[src/rtl/info_byte_serializer.sv]
// Info RAM to QPSK serializer: prefetches one byte ahead of the shift register
// and emits one (I,Q) bit pair per baud tick, MSB first.
module info_byte_serializer #(
  parameter int RAM_WIDTH  = 8,
  parameter int RAM_RD_LAT = 1
) (
  input  logic                 clk,
  input  logic                 rst,
  input  logic                 enb,
  input  logic                 i_baud_tick,
  input  logic [RAM_WIDTH-1:0] i_ram_data,
  output logic                 o_fetch,
  output logic                 o_sym_i,
  output logic                 o_sym_q,
  output logic                 o_sym_valid,
  output logic                 o_underrun
);

  localparam int SYMS   = RAM_WIDTH / 2;
  localparam int CNT_W  = $clog2(SYMS + 1);
  localparam int WCNT_W = $clog2(RAM_RD_LAT + 2);

  localparam logic [CNT_W-1:0]  SYMS_C      = CNT_W'(SYMS);
  localparam logic [WCNT_W-1:0] WCNT_FLUSH  = WCNT_W'(RAM_RD_LAT);
  localparam logic [WCNT_W-1:0] WCNT_RELOAD = WCNT_W'(RAM_RD_LAT + 1);

  logic [RAM_WIDTH-1:0] shift_reg;
  logic [CNT_W-1:0]     shift_cnt;
  logic [RAM_WIDTH-1:0] next_byte;
  logic                 next_valid;
  logic [WCNT_W-1:0]    wcnt;

  logic                 capture;
  logic                 emit;
  logic                 load;
  logic [RAM_WIDTH-1:0] shift_after;
  logic [CNT_W-1:0]     cnt_after;

  // The shift load looks at the count as it stands after this edge's emit,
  // so the last symbol of one byte and the load of the next share an edge.
  always_comb begin
    // NOTE: every always_comb output gets a default first so no path can leave it unassigned and infer a latch.
    capture     = 1'b0;
    emit        = 1'b0;
    load        = 1'b0;
    shift_after = shift_reg;
    cnt_after   = shift_cnt;

    capture = (wcnt == '0) && !next_valid;
    emit    = i_baud_tick && (shift_cnt != '0);
    if (emit) begin
      shift_after = shift_reg << 2;
      cnt_after   = shift_cnt - CNT_W'(1);
    end
    load = (cnt_after == '0) && next_valid;
  end

  always_ff @(posedge clk) begin
    if (rst || !enb) begin
      // NOTE: sequential state uses non-blocking assignments so every register samples pre-edge values.
      o_fetch     <= 1'b0;
      o_sym_i     <= 1'b0;
      o_sym_q     <= 1'b0;
      o_sym_valid <= 1'b0;
      o_underrun  <= 1'b0;
      shift_cnt   <= '0;
      next_valid  <= 1'b0;
      wcnt        <= WCNT_FLUSH;
      // NOTE: shift_reg and next_byte are data-only storage guarded by shift_cnt/next_valid, so they are left unreset.
    end else begin
      o_fetch     <= capture;
      o_sym_valid <= emit;
      if (emit) begin
        {o_sym_i, o_sym_q} <= shift_reg[RAM_WIDTH-1 -: 2];
      end
      if (i_baud_tick && (shift_cnt == '0)) begin
        o_underrun <= 1'b1;
      end

      if (capture) begin
        next_byte <= i_ram_data;
        wcnt      <= WCNT_RELOAD;
      end else if (wcnt != '0) begin
        wcnt <= wcnt - WCNT_W'(1);
      end

      if (capture) begin
        next_valid <= 1'b1;
      end else if (load) begin
        next_valid <= 1'b0;
      end

      if (load) begin
        shift_reg <= next_byte;
        shift_cnt <= SYMS_C;
      end else begin
        shift_reg <= shift_after;
        shift_cnt <= cnt_after;
      end
    end
  end

endmodule
[config.mk]
export PLATFORM = sky130hd
export DESIGN_NAME = info_byte_serializer
export DESIGN_NICKNAME = d
export VERILOG_FILES = /design/src/rtl/info_byte_serializer.sv
export SDC_FILE = /design/constraint.sdc
export NUM_CORES = 1
export LEC_CHECK = 0
export BUFFER_PORTS_ARGS = -buffer_cell sky130_fd_sc_hd__buf_2
export CORE_MARGIN = 2
export CORE_UTILIZATION = 57
export CTS_BUF_LIST = sky130_fd_sc_hd__clkbuf_2 sky130_fd_sc_hd__clkbuf_4 sky130_fd_sc_hd__clkbuf_8
export CTS_CLUSTER_SIZE = 28
export DETAILED_ROUTE_END_ITERATION = 10
export PLACE_DENSITY = 0.89
export SLEW_MARGIN = 20
export SYNTH_ARGS = -nofsm -noshare
export SYNTH_HDL_FRONTEND = slang
export SYNTH_SLANG_ARGS = --single-unit
[constraint.sdc]
create_clock -name clk -period 2.3 [get_ports clk]
set_input_delay 0.46 -clock clk [delete_from_list [all_inputs] [get_ports clk]]
set_output_delay 0.46 -clock clk [all_outputs]
set_load 0.005 [all_outputs]
==> reports/metrics.cfg <==
[clocking]
numCtsBuffers = 3
root_buffer = clkbuf_4
h-tree-depth = 1
post_cts_buffers = 0
cts_hold_buf = 0
cts_tree = built
clock-sinks = 27
cts_buffer_depth = 2
cts_resized = 0
clk_latency_ps = 310
cts.clk_slew.worst_paths_ps = 130

[sta]
maxSlewViolCount = 0
max-slew-margin-rel_pct = 73.1
fmax_mhz = 496
timing.hold.ws_ps = 314
finalCriticalPeriod_ps = 2020
setup_viol = 0
rsz0062_at_grt = no
timing.final.crit_share_pct = 87.7
skew_ps = 2.17
fin_tns_setup_ps = 0
tightest_slew_ps = 401
hold_viol = 0

[layout]
fin_cells = 134
diodes = 0
fin_nets = 123
n_fill_cell = 154
layout_common_cells = buf_2 (16), edfxtp_1 (16), dfxtp_1 (11)
drive_above_1_share_pct = 33.6
multi_input_area_um2 = 395
syn_to_final_growth_pct = 13.1
utilization_pct = 67.1
seq_area_um2 = 701

[synthesis]
synthMuxAreaShare_pct = 9.88
netlist_instances = 86
synth_nets = 101
synth_xor_area_share_pct = 0.768
synth_compound_area_share_pct = 8.12
synthAdderAreaFrac_pct = 3.29
yosys_warnings = 0
synthSimpleGateAreaFrac_pct = 12.6
ys_seq_elements = 27
seq_area_frac_synth_pct = 61.5
synth.distinct_cells = 26
avgSynthCellArea_um2 = 13.3
synth_top_family_by_area = simple AND/OR/NAND/NOR gates
syn_area_mm2 = 0.00114

[detailed_routing]
drt-wirelength-per-cell_um = 12.4
vias_per_cell = 5.16
drt_pass1_iterations = 4
routed_wl_mm = 1.66
vias = 691
drtAntennaViolNets = 0
drc = 0
first_iter_violations = 12

[grt]
use_met2_pct = 27.9
grt_antenna_before_repair = 0
grt_overflow = 0
first_global_vias = 674
grtUsageMet1_pct = 17.5
use_met3_pct = 2.78
grtUsageTotal_pct = 15.2
grt_pass1_wl_mm = 2.75
grt_max_degree = 15
grt.busiest_layer = met2

[placement]
post-place-cells = 130
dpl.hpwl_mm = 1.27
gp_congestion = 0.772
io_buffers = 16

[run]
drv_cap = 0

[worst_setup_path]
worstSetupStartpointType = flop
crit_type = flop to flop
endpoint_kind = flop
worstPathRequired_ps = 2380
crit_arrival_ps = 2100
crit_fanout = 9

[floorplanning]
start_util_pct = 59.3
die_y_um = 48.7
rows = 16
fp.dieW_um = 48.7
die-area_mm2 = 0.00237
core_mm2 = 0.00192
io_pins = 17

[power_and_ir_drop]
p_leak_uw = 0.000502
p_total_uw = 781
powerDensity_mw_per_mm2 = 606
irDropWorstVdd_mv = 0.476

[status]
status = completed

[min_path]
hp-class = input port to flop

layout make-up:
cell class,instances,area share [%]
Clock buffer,4,2.33
Inverter,7,2.04
Multi-Input combinational cell,50,30.7
Sequential cell,27,54.4
Tap cell,27,2.62
Timing Repair Buffer,19,7.96
synthesized netlist by cell type (all sizes together):
cell type  number  share of area (%)
a211oi          1                1.8
a21oi           7                3.1
a31oi           1               0.55
and2b           1               0.66
clkbuf          2                1.5
dfxtp          11                 19
edfxtp         16                 42
ha              3                3.3
inv             7                2.3
mux2            6                7.9
mux2i           1                2.0
nand2           6                2.2
nand2b          2                1.3
nand3           3                1.3
nand4           1               0.55
nor2            8                2.6
nor3            1               0.88
nor3b           3                2.0
o211ai          1                1.9
o21ai           2               0.88
or2             1               0.55
or3             1               0.55
xnor2           1               0.77
cells by family after synthesis:
logic type / Yosys count
AOI/OAI and AO/OA: 12
xor gates and xnor gates: 1
and+or+nand+nor: 27
buffers and inverters: 9
muxes: 7
DFF: 27
adders and majority gates: 3
power by group:
part	leakage [uW]	internal [uW]	switching, uW
clock network	0.0000184	79.5	124
registers	0.000232	519	5.39
logic	0.000251	26.7	26.0
worst max-delay path: stages, from the launching register on:
cell	delay, ps
dfxtp_1	420
inv_1	120
ha_1	250
and2b_1	200
nor3_2	260
o211ai_4	190
mux2_4	340
routing by layer:
metal  part of all wire, %  vias to the layer above
met5                     0                        -
met4                     0                        0
met3                   4.3                        0
met2                    56                       19
met1                    40                      329
li1                      -                      343
stage by stage:
stage	area, um^2	setup slack [ps]
final	1290	282
after global routing	1290	155
after CTS	1290	275
after detailed placement	1260	302
after global placement	1260	375
after floorplan	1140	301
path summary, 6_finish.rpt:
| path | cells past startpoint | end | slack (ps) | start |
|---|---|---|---|---|
| min | 1 | next_byte[7] | 310 | i_ram_data[7] |
| min reg2reg | 2 | o_sym_i | 460 | o_sym_i |
| max reg2reg | 6 | shift_reg[3] | 280 | shift_cnt[0] |
| max | 6 | shift_reg[3] | 280 | shift_cnt[0] |
Note: power is estimated with default switching activity, not from simulation.
